`src/rtl/rx_iq_pkg.sv`:
```
// Shared types and constants for the RX I/Q sample buffer.
package rx_iq_pkg;

  // Width of each I or Q word delivered by the DDC.
  localparam int unsigned IQ_W = 24;

  // Default log2 of FIFO depth in sample sets.
  localparam int unsigned DEPTH_LOG2_DEF = 4;

  // One sample set: both receivers, I and Q.
  typedef struct packed {
    logic signed [IQ_W-1:0] rx1_i;
    logic signed [IQ_W-1:0] rx1_q;
    logic signed [IQ_W-1:0] rx2_i;
    logic signed [IQ_W-1:0] rx2_q;
  } iq_set_t;

endpackage

```
`src/rtl/rx_iq_buffer_if.sv`:
```
// DDC-side write bus, bus-interface read handshake, and status outputs of the buffer.
interface rx_iq_buffer_if
  import rx_iq_pkg::*;
#(
  parameter int unsigned DEPTH_LOG2 = DEPTH_LOG2_DEF
) ();

  logic signed [IQ_W-1:0] rx1_i_in;
  logic signed [IQ_W-1:0] rx1_q_in;
  logic signed [IQ_W-1:0] rx2_i_in;
  logic signed [IQ_W-1:0] rx2_q_in;
  logic                   rx_iq_valid;
  logic                   IQ_RX_READ_REQ;
  logic                   IQ_RX_READ_CLK;
  logic                   flush;
  logic                   overrun_clear;
  logic signed [IQ_W-1:0] RX1_I;
  logic signed [IQ_W-1:0] RX1_Q;
  logic signed [IQ_W-1:0] RX2_I;
  logic signed [IQ_W-1:0] RX2_Q;
  logic                   in_empty;
  logic [DEPTH_LOG2:0]    fill_level;
  logic                   iq_overrun;

  // Producer / controller side.
  modport master (
    output rx1_i_in, rx1_q_in, rx2_i_in, rx2_q_in, rx_iq_valid,
    output IQ_RX_READ_REQ, IQ_RX_READ_CLK, flush, overrun_clear,
    input  RX1_I, RX1_Q, RX2_I, RX2_Q, in_empty, fill_level, iq_overrun
  );

  // Buffer side.
  modport slave (
    input  rx1_i_in, rx1_q_in, rx2_i_in, rx2_q_in, rx_iq_valid,
    input  IQ_RX_READ_REQ, IQ_RX_READ_CLK, flush, overrun_clear,
    output RX1_I, RX1_Q, RX2_I, RX2_Q, in_empty, fill_level, iq_overrun
  );

endinterface

```
`src/rtl/iq_fifo_mem.sv`:
```
// Register-array storage for the sample-set FIFO: one write port, one combinational read port.
module iq_fifo_mem
  import rx_iq_pkg::*;
#(
  parameter int unsigned DEPTH_LOG2 = DEPTH_LOG2_DEF
) (
  input  logic                  clk_i,
  input  logic                  we_i,
  input  logic [DEPTH_LOG2-1:0] waddr_i,
  input  iq_set_t               wdata_i,
  input  logic [DEPTH_LOG2-1:0] raddr_i,
  output iq_set_t               rdata_o
);

  localparam int unsigned Depth = 1 << DEPTH_LOG2;

  iq_set_t mem_q [Depth];

  // Storage is deliberately not reset; validity is tracked by the pointer logic.
  always_ff @(posedge clk_i) begin
    if (we_i) begin
      mem_q[waddr_i] <= wdata_i;
    end
  end

  assign rdata_o = mem_q[raddr_i];

endmodule

```
`src/rtl/rx_iq_buffer.sv`:
```
// FIFO of RX1/RX2 I/Q sample sets between the DDC and the MCU parallel-bus interface.
// Head entry is first-word-fall-through; a qualified rising edge of READ_CLK pops it.
module rx_iq_buffer
  import rx_iq_pkg::*;
#(
  parameter int unsigned DEPTH_LOG2 = DEPTH_LOG2_DEF
) (
  input  logic          clk_in,
  input  logic          reset_in,
  rx_iq_buffer_if.slave bus
);

  localparam int unsigned Depth = 1 << DEPTH_LOG2;
  localparam logic [DEPTH_LOG2:0] LevelFull = (DEPTH_LOG2 + 1)'(Depth);

  logic [DEPTH_LOG2-1:0] wr_ptr_q, wr_ptr_d;
  logic [DEPTH_LOG2-1:0] rd_ptr_q, rd_ptr_d;
  logic [DEPTH_LOG2:0]   level_q, level_d;
  logic                  overrun_q, overrun_d;
  logic                  read_clk_q;

  logic    empty, full, pop_req, do_pop, do_wr, ovr_set;
  iq_set_t wdata, rdata, head;

  assign empty   = (level_q == '0);
  assign full    = (level_q == LevelFull);
  assign pop_req = bus.IQ_RX_READ_REQ & bus.IQ_RX_READ_CLK & ~read_clk_q;
  // Flush beats everything; a pop on an empty FIFO is dropped (no write bypass).
  assign do_pop  = pop_req & ~empty & ~bus.flush;
  // A full FIFO still accepts a write when the same edge frees a slot.
  assign do_wr   = bus.rx_iq_valid & (~full | do_pop) & ~bus.flush;
  assign ovr_set = bus.rx_iq_valid & full & ~do_pop & ~bus.flush;

  // Assemble the incoming sample set.
  always_comb begin
    wdata.rx1_i = bus.rx1_i_in;
    wdata.rx1_q = bus.rx1_q_in;
    wdata.rx2_i = bus.rx2_i_in;
    wdata.rx2_q = bus.rx2_q_in;
  end

  iq_fifo_mem #(
    .DEPTH_LOG2(DEPTH_LOG2)
  ) u_mem (
    .clk_i  (clk_in),
    .we_i   (do_wr),
    .waddr_i(wr_ptr_q),
    .wdata_i(wdata),
    .raddr_i(rd_ptr_q),
    .rdata_o(rdata)
  );

  // Next-state for pointers, level and the sticky overrun flag.
  always_comb begin
    wr_ptr_d  = wr_ptr_q;
    rd_ptr_d  = rd_ptr_q;
    level_d   = level_q;
    overrun_d = overrun_q;
    if (bus.flush) begin
      wr_ptr_d = '0;
      rd_ptr_d = '0;
      level_d  = '0;
    end else begin
      if (do_wr)  wr_ptr_d = wr_ptr_q + 1'b1;
      if (do_pop) rd_ptr_d = rd_ptr_q + 1'b1;
      unique case ({do_wr, do_pop})
        2'b10:   level_d = level_q + 1'b1;
        2'b01:   level_d = level_q - 1'b1;
        default: level_d = level_q;
      endcase
    end
    // A new overrun in the same cycle as a clear keeps the flag set.
    if (ovr_set) begin
      overrun_d = 1'b1;
    end else if (bus.overrun_clear) begin
      overrun_d = 1'b0;
    end
  end

  // State registers, including the READ_CLK edge detector.
  always_ff @(posedge clk_in or posedge reset_in) begin
    if (reset_in) begin
      wr_ptr_q   <= '0;
      rd_ptr_q   <= '0;
      level_q    <= '0;
      overrun_q  <= 1'b0;
      read_clk_q <= 1'b0;
    end else begin
      wr_ptr_q   <= wr_ptr_d;
      rd_ptr_q   <= rd_ptr_d;
      level_q    <= level_d;
      overrun_q  <= overrun_d;
      read_clk_q <= bus.IQ_RX_READ_CLK;
    end
  end

  // Head entry falls through; forced to zero while empty.
  always_comb begin
    head = empty ? '0 : rdata;
  end

  assign bus.RX1_I      = head.rx1_i;
  assign bus.RX1_Q      = head.rx1_q;
  assign bus.RX2_I      = head.rx2_i;
  assign bus.RX2_Q      = head.rx2_q;
  assign bus.in_empty   = empty;
  assign bus.fill_level = level_q;
  assign bus.iq_overrun = overrun_q;

endmodule

```
`src/flat_wrapper.sv`:
```
// flat-port wrapper written by rule: the top's interface ports become plain ports
module rx_iq_buffer_flat import rx_iq_pkg::*;
#(
  parameter int unsigned DEPTH_LOG2 = DEPTH_LOG2_DEF
)
  (clk_in, reset_in, bus_rx1_i_in, bus_rx1_q_in, bus_rx2_i_in, bus_rx2_q_in, bus_rx_iq_valid, bus_IQ_RX_READ_REQ, bus_IQ_RX_READ_CLK, bus_flush, bus_overrun_clear, bus_RX1_I, bus_RX1_Q, bus_RX2_I, bus_RX2_Q, bus_in_empty, bus_fill_level, bus_iq_overrun);
  rx_iq_buffer_if #(.DEPTH_LOG2(DEPTH_LOG2)) bus_i ();
  input  logic clk_in;
  input  logic reset_in;
  input wire logic [$bits(bus_i.rx1_i_in)-1:0] bus_rx1_i_in;
  input wire logic [$bits(bus_i.rx1_q_in)-1:0] bus_rx1_q_in;
  input wire logic [$bits(bus_i.rx2_i_in)-1:0] bus_rx2_i_in;
  input wire logic [$bits(bus_i.rx2_q_in)-1:0] bus_rx2_q_in;
  input wire logic [$bits(bus_i.rx_iq_valid)-1:0] bus_rx_iq_valid;
  input wire logic [$bits(bus_i.IQ_RX_READ_REQ)-1:0] bus_IQ_RX_READ_REQ;
  input wire logic [$bits(bus_i.IQ_RX_READ_CLK)-1:0] bus_IQ_RX_READ_CLK;
  input wire logic [$bits(bus_i.flush)-1:0] bus_flush;
  input wire logic [$bits(bus_i.overrun_clear)-1:0] bus_overrun_clear;
  output wire logic [$bits(bus_i.RX1_I)-1:0] bus_RX1_I;
  output wire logic [$bits(bus_i.RX1_Q)-1:0] bus_RX1_Q;
  output wire logic [$bits(bus_i.RX2_I)-1:0] bus_RX2_I;
  output wire logic [$bits(bus_i.RX2_Q)-1:0] bus_RX2_Q;
  output wire logic [$bits(bus_i.in_empty)-1:0] bus_in_empty;
  output wire logic [$bits(bus_i.fill_level)-1:0] bus_fill_level;
  output wire logic [$bits(bus_i.iq_overrun)-1:0] bus_iq_overrun;
  assign bus_i.rx1_i_in = bus_rx1_i_in;
  assign bus_i.rx1_q_in = bus_rx1_q_in;
  assign bus_i.rx2_i_in = bus_rx2_i_in;
  assign bus_i.rx2_q_in = bus_rx2_q_in;
  assign bus_i.rx_iq_valid = bus_rx_iq_valid;
  assign bus_i.IQ_RX_READ_REQ = bus_IQ_RX_READ_REQ;
  assign bus_i.IQ_RX_READ_CLK = bus_IQ_RX_READ_CLK;
  assign bus_i.flush = bus_flush;
  assign bus_i.overrun_clear = bus_overrun_clear;
  assign bus_RX1_I = bus_i.RX1_I;
  assign bus_RX1_Q = bus_i.RX1_Q;
  assign bus_RX2_I = bus_i.RX2_I;
  assign bus_RX2_Q = bus_i.RX2_Q;
  assign bus_in_empty = bus_i.in_empty;
  assign bus_fill_level = bus_i.fill_level;
  assign bus_iq_overrun = bus_i.iq_overrun;
  rx_iq_buffer #(.DEPTH_LOG2(DEPTH_LOG2)) u_core (.clk_in(clk_in), .reset_in(reset_in), .bus(bus_i));
endmodule
```
`config.mk`:
```
export PLATFORM = sky130hd
export DESIGN_NAME = rx_iq_buffer_flat
export DESIGN_NICKNAME = d
export VERILOG_FILES = /design/src/rtl/rx_iq_pkg.sv /design/src/rtl/rx_iq_buffer_if.sv /design/src/rtl/iq_fifo_mem.sv /design/src/rtl/rx_iq_buffer.sv /design/src/flat_wrapper.sv
export SDC_FILE = /design/constraint.sdc
export NUM_CORES = 1
export LEC_CHECK = 0
export ABC_AREA = 1
export BUFFER_PORTS_ARGS = -buffer_cell sky130_fd_sc_hd__buf_2
export CORE_UTILIZATION = 60
export DETAILED_ROUTE_END_ITERATION = 10
export PLACE_DENSITY = 0.76
export SLEW_MARGIN = 25
export SYNTH_ARGS = -nofsm -noshare
export SYNTH_HDL_FRONTEND = slang
export SYNTH_SLANG_ARGS = --single-unit
```
`constraint.sdc`:
```
create_clock -name clk_in -period 11.8 [get_ports clk_in]
set_input_delay 2.36 -clock clk_in [delete_from_list [all_inputs] [get_ports clk_in]]
set_output_delay 2.36 -clock clk_in [all_outputs]
set_load 0.1 [all_outputs]
```
## Word level (Yosys, flattened, before mapping)

Memory sizes are Yosys's and may differ from the RTL's.
Index checks and enable logic that the tools add are counted.

- Equal/unequal tests: 3
- Reductions and logical operators: 5
- $add $sub $neg: 4
- Mux-type cells: 11
- Bitwise operators: 15

Operator list:

| operator | number |
|---|---|
| $mux 96 | 1 |
| $mux 4 | 4 |
| $pmux 5 s2 | 1 |
| $and 1x1->1 | 9 |
| $add 4x1->4 const B | 2 |
| $reduce_bool 2->1 | 3 |
| $add 5x1->5 const B | 1 |
| $eq 5x5->1 const B | 1 |
| $logic_not 5->1 | 1 |
| $mux 5 | 1 |
| $not 1->1 | 5 |
| $sub 5x1->5 const B | 1 |
| $mux 1 | 4 |
| $reduce_bool 3->1 | 1 |
| $eq 2x1->1 const B | 1 |
| $eq 2x2->1 const B | 1 |
| $or 1x1->1 | 1 |

- Memory bits (writable): 1,536
- Bits of input ports: 103
- Word-level logic and storage cells: 44
- Output and inout port bits: 103
- Memories: 1
- Bits in registers: 15

Memory list:

| name | depth | width | read ports | clocked after Yosys merged registers in | wr ports | RTL line | text |
|---|---|---|---|---|---|---|---|
| u_core.u_mem.mem_q | 16 | 96 | 1 | 0 | 1 | iq_fifo_mem.sv:17 | `iq_set_t mem_q [Depth];` |

## Depth between registers and ports, before layout

- Depth after elaboration: 10
- Depth in mapped cells: 13
- Mapped depth without buffers: 13

## Hierarchy

Synthesis repeated with hierarchy kept, for this count alone.

- Cell total of the unflattened synthesis: 6,519
- Area total of the unflattened synthesis: 67,408.4 um^2

Modules (own cells, without submodules):

| module | instances | area each (um^2) | seq. area each (um^2) | cells each |
|---|---|---|---|---|
| iq_fifo_mem | 1 | 65,721.8 | 46,124.2 | 6,206 |
| rx_iq_buffer | 1 | 1,686.6 | 375.4 | 313 |

## Worst setup path after synthesis

No wires, ideal clock.

- Kind: input to register
- Start: input bus_IQ_RX_READ_REQ
- End: memory u_core.u_mem.mem_q[0][0] (netlist bit), enable pin
- Buffers on the path: 0
- Setup slack: 3,925 ps
- Data arrival time: 7,323 ps
- Data required time: 11,248 ps
- Library setup time: 552 ps
- Stages: 8
- Cell sequence: nand2_1 nor2_1 nand3_1 nand2_1 nand2_1 nor2_1 nand2_1 nor2_1

- Cells in the longest elaborated chain, start to end: 9

RTL lines:

| item | RTL line | text |
|---|---|---|
| start: declaration | flat_wrapper.sv:15 | `input wire logic [$bits(bus_i.IQ_RX_READ_REQ)-1:0] bus_IQ_RX_READ_REQ;` |
| $and 1x1->1 (2 in series) | rx_iq_buffer.sv:27 | `assign pop_req = bus.IQ_RX_READ_REQ & bus.IQ_RX_READ_CLK & ~read_clk_q;` |
| $and 1x1->1 (2 in series) | rx_iq_buffer.sv:29 | `assign do_pop = pop_req & ~empty & ~bus.flush;` |
| $or 1x1->1 | rx_iq_buffer.sv:31 | `assign do_wr = bus.rx_iq_valid & (~full \| do_pop) & ~bus.flush;` |
| $and 1x1->1 (2 in series) | rx_iq_buffer.sv:31 |  |
| $mux 1 | iq_fifo_mem.sv:21 | `if (we_i) begin` |
| $mux 1 (not written as such) | iq_fifo_mem.sv:22 | `mem_q[waddr_i] <= wdata_i;` |
| end: declaration | iq_fifo_mem.sv:17 |  |

No other way between the ends.

## Worst setup path after layout

- Start: register u_core.rd_ptr_q[0]
- End: output bus_RX1_I[23]

- Cells in the longest elaborated chain, start to end: 2

RTL lines:

| item | RTL line | text |
|---|---|---|
| start: declaration | rx_iq_buffer.sv:17 | `logic [DEPTH_LOG2-1:0] rd_ptr_q, rd_ptr_d;` |
| start signal: assignment | rx_iq_buffer.sv:90 | `rd_ptr_q <= rd_ptr_d;` |
| $mem_v2 16x96 | n/a |  |
| $mux 96 | rx_iq_buffer.sv:99 | `head = empty ? '0 : rdata;` |
| end: declaration | flat_wrapper.sv:19 | `output wire logic [$bits(bus_i.RX1_I)-1:0] bus_RX1_I;` |

No other way between the ends.

==> flow_summary.yaml <==
clocking:
  postCtsHoldBufs: 0
  clkSlewWorstSetupHoldPaths_ns: 0.06
  root_buffer: "sky130_fd_sc_hd__clkbuf_16"
  post_cts.resized_instances: 0
  cts-buffers-inserted: 151
  clock_tree.buffer_depth: 3
  tritoncts_clock_tree: "yes"
  clkLatencyLatePin_ns: 0.75
  clock-sinks: 1551
  ctsHtreeMaxLevel: 4
  postCtsSetupRepairBufs: 0
global_route:
  grt_first_pass_wirelength_um: 220000
  gr-total-overflow: 0
  grt_util_all_layers: 0.289
  grt_start_max_net_pins: 247
  first_global_vias: 36400
  antenna_found_initial: 23
routing:
  detailedRoute.firstIterationViolations: 5025
  average_via_count_per_standard_cell: 6.58
  routed.top_layer: "met5"
  drtAntennaViolNets: 0
  met3WireLength_um: 13500
  avgRoutedWirePerCell_um: 26.0
  route.final.wire_length_um: 149000
  wl_met1_um: 56800
  remaining_design_rule_violation_count: 0
  wl_met2_um: 72800
  detailroute.via_count: 37700
  firstDrtPassIters: 6
power:
  power.leakage_nw: 21.2
  max-vdd-ir-drop_v: 0.000170
  p_per_area_nw_per_um2: 179
  total_power_mw: 11.9
yosys:
  post_synth_instance_area_um2: 60200
  unique_masters_post_synth: 29
  postSynthNetCount: 4330
  syn_area_per_cell_um2: 14.3
  synth.yosys.seq_area_share: 0.772
  synth_cells: 4220
  synth-warning-count: 0
  ys_seq_elements: 1551
critical_path:
  ff2ff_setup_slack_ns: 7.18
  worst-endpoint-arrival_ns: 5.12
  r2r-start: "u_core.bus.fill_level[0]"
  cp_max_fo: 121
  timing.critical_path.to: "bus_RX1_I[23]"
  worst-r2r-cell-count: 10
  critical_path_required_ns: 9.44
  critical_path.startpoint: "u_core.rd_ptr_q[0]"
  path_class: "flip-flop to output port"
  critical_path_end_type: "output port"
  worstReg2RegEnd: "u_core.u_mem.mem_q[8][16]"
  critical_path.startpoint_type: "flip-flop"
floorplanning:
  die-height_um: 319
  core-area_um2: 98900
  ioPinCount: 206
  floorplan.die_area_um2: 102000
  floorplan.initialDensity: 0.609
  row_count: 115
  die_w_um: 319
sta:
  finalHoldWorstSlack_ns: 0.514
  maxSlewViolCount: 0
  timing.clock.skew_ns: 0.0192
  finalSetupViolations: 0
  max_freq_mhz: 134
  final_period_minus_worst_setup_slack_ns: 7.48
  rsz0062_at_grt: "false"
  hold_viol_final: 0
  slew_headroom: 0.209
  setup_total_negative_slack_ns: 0
  worstMarginPinSlew_ns: 1.19
  postLayoutSetupSlackWorst_ns: 4.32
  final.period_utilization: 0.634
layout:
  drive_above_1_share: 0.110
  nFillCells: 6469
  stdcell_count: 5724
  syn2layout_area_growth_pct: 11.0
  mostFrequentLayoutCells: "sky130_fd_sc_hd__edfxtp_1 (1536), sky130_fd_sc_hd__nor2_1 (778), sky130_fd_sc_hd__o21ai_0 (686)"
  mostFrequentLayoutCell: "sky130_fd_sc_hd__edfxtp_1"
  final_net_count: 4416
status:
  outcome: "finished, final reports clean"
min_path:
  min-delay-path-class: "flip-flop to flip-flop"
placed_design:
  routabilityCongestion: 0.761
  port_buffers: 205
  place_ws_ns: 4.83
  dp_hpwl_um: 68100
  post-place-cells: 5438
flow_run:
  max_cap_viol_count: 0
## cell families (layout without fill, tap and decap cells)
group,Yosys count,in the layout,synth area share
other cells,0,9,0
flops,1551,1551,0.772
xor+xnor,2,2,0.000291
buf+inv,354,562,0.0272
simple gates,919,919,0.0592
fa+ha+maj,7,7,0.00145
compound gates,1387,1387,0.139
## flip-flops by register name, indices dropped and copies added, names as in the netlist
register	cells
u_core.bus.iq_overrun	1
u_core.u_mem.mem_q	1536
u_core.bus.fill_level	5
u_core.rd_ptr_q	4
u_core.read_clk_q	1
u_core.wr_ptr_q	4
## power breakdown
part / switching [mW] / internal (mW)
Clock: 1.96 / 2.58
Combinational: 1.10 / 0.178
Sequential: 0.0171 / 6.10
Total: 3.08 / 8.85
## routing by layer
| metal | vias to the layer above | global-route usage |
|---|---|---|
| met3 | 358 | 0.0479 |
| met2 | 2131 | 0.477 |
| met1 | 18700 | 0.385 |
| met4 | 12 | 0.125 |
| met5 | - | 0 |
| li1 | 16500 | - |
## area by class of cell
cell class                      count  area (um2)  area share
Timing Repair Buffer              263        1700      0.0255
Sequential cell                  1551       46500       0.696
Antenna cell                        9        22.5    0.000337
Clock inverter                     76         577     0.00863
Tap cell                         1287        1610      0.0241
Clock buffer                      199        4070      0.0609
Inverter                           24         129     0.00193
Multi-Input combinational cell   2315       12200       0.182
## worst min path at each step
stage	from	end	slack, ns	cells after the start
after global placement	u_core.bus.iq_overrun	u_core.bus.iq_overrun	0.50	2
after floorplan	u_core.rd_ptr_q[1]	u_core.rd_ptr_q[1]	0.56	3
final	u_core.bus.iq_overrun	u_core.bus.iq_overrun	0.51	2
after detailed placement	u_core.bus.iq_overrun	u_core.bus.iq_overrun	0.51	2
after CTS	u_core.bus.iq_overrun	u_core.bus.iq_overrun	0.52	2
after global routing	u_core.bus.iq_overrun	u_core.bus.iq_overrun	0.55	2
## cells in the mapped netlist
library cell	number	area, um2
sky130_fd_sc_hd__edfxtp_1	1536	46100
sky130_fd_sc_hd__nor2_1	794	2980
sky130_fd_sc_hd__o21ai_0	686	3430
sky130_fd_sc_hd__o221ai_1	261	2290
sky130_fd_sc_hd__clkbuf_1	233	875
sky130_fd_sc_hd__o22ai_1	124	776
sky130_fd_sc_hd__o211ai_1	123	923
sky130_fd_sc_hd__a21oi_1	99	495
sky130_fd_sc_hd__o21ai_1	92	460
sky130_fd_sc_hd__nand3_1	79	395
sky130_fd_sc_hd__buf_2	53	265
sky130_fd_sc_hd__nand2_1	42	158
sky130_fd_sc_hd__buf_4	22	165
sky130_fd_sc_hd__buf_6	20	225
sky130_fd_sc_hd__inv_1	19	71.3
sky130_fd_sc_hd__dfrtp_1	15	375
sky130_fd_sc_hd__ha_1	7	87.6
sky130_fd_sc_hd__clkinv_1	2	7.51
sky130_fd_sc_hd__inv_2	2	7.51
sky130_fd_sc_hd__nor3_1	2	10.0
sky130_fd_sc_hd__buf_1	1	3.75
sky130_fd_sc_hd__buf_8	1	15.0
sky130_fd_sc_hd__clkinv_2	1	5.00
sky130_fd_sc_hd__nand3b_1	1	7.51
sky130_fd_sc_hd__nand4_2	1	12.5
sky130_fd_sc_hd__o21bai_1	1	7.51
sky130_fd_sc_hd__o32ai_1	1	8.76
sky130_fd_sc_hd__xnor2_1	1	8.76
sky130_fd_sc_hd__xor2_1	1	8.76
## through the flow
stage / cell area [um2] / util
3_3_place_gp: 61900 / 0.627
6_report: 66800 / 0.676
5_1_grt: 66800 / 0.676
4_1_cts: 66700 / 0.675
2_1_floorplan: 60200 / -
3_5_place_dp: 62100 / 0.628
## critical path, cell delays in order (launching register included)
cell and delay, ns:
sky130_fd_sc_hd__dfrtp_4 0.97, sky130_fd_sc_hd__buf_4 0.91, sky130_fd_sc_hd__buf_6 0.74, sky130_fd_sc_hd__o21ai_0 0.21
sky130_fd_sc_hd__o221ai_1 0.26, sky130_fd_sc_hd__nand3_1 0.11, sky130_fd_sc_hd__a21oi_1 0.48, sky130_fd_sc_hd__buf_2 0.53
No activity file was read; power rests on OpenSTA's default activity.
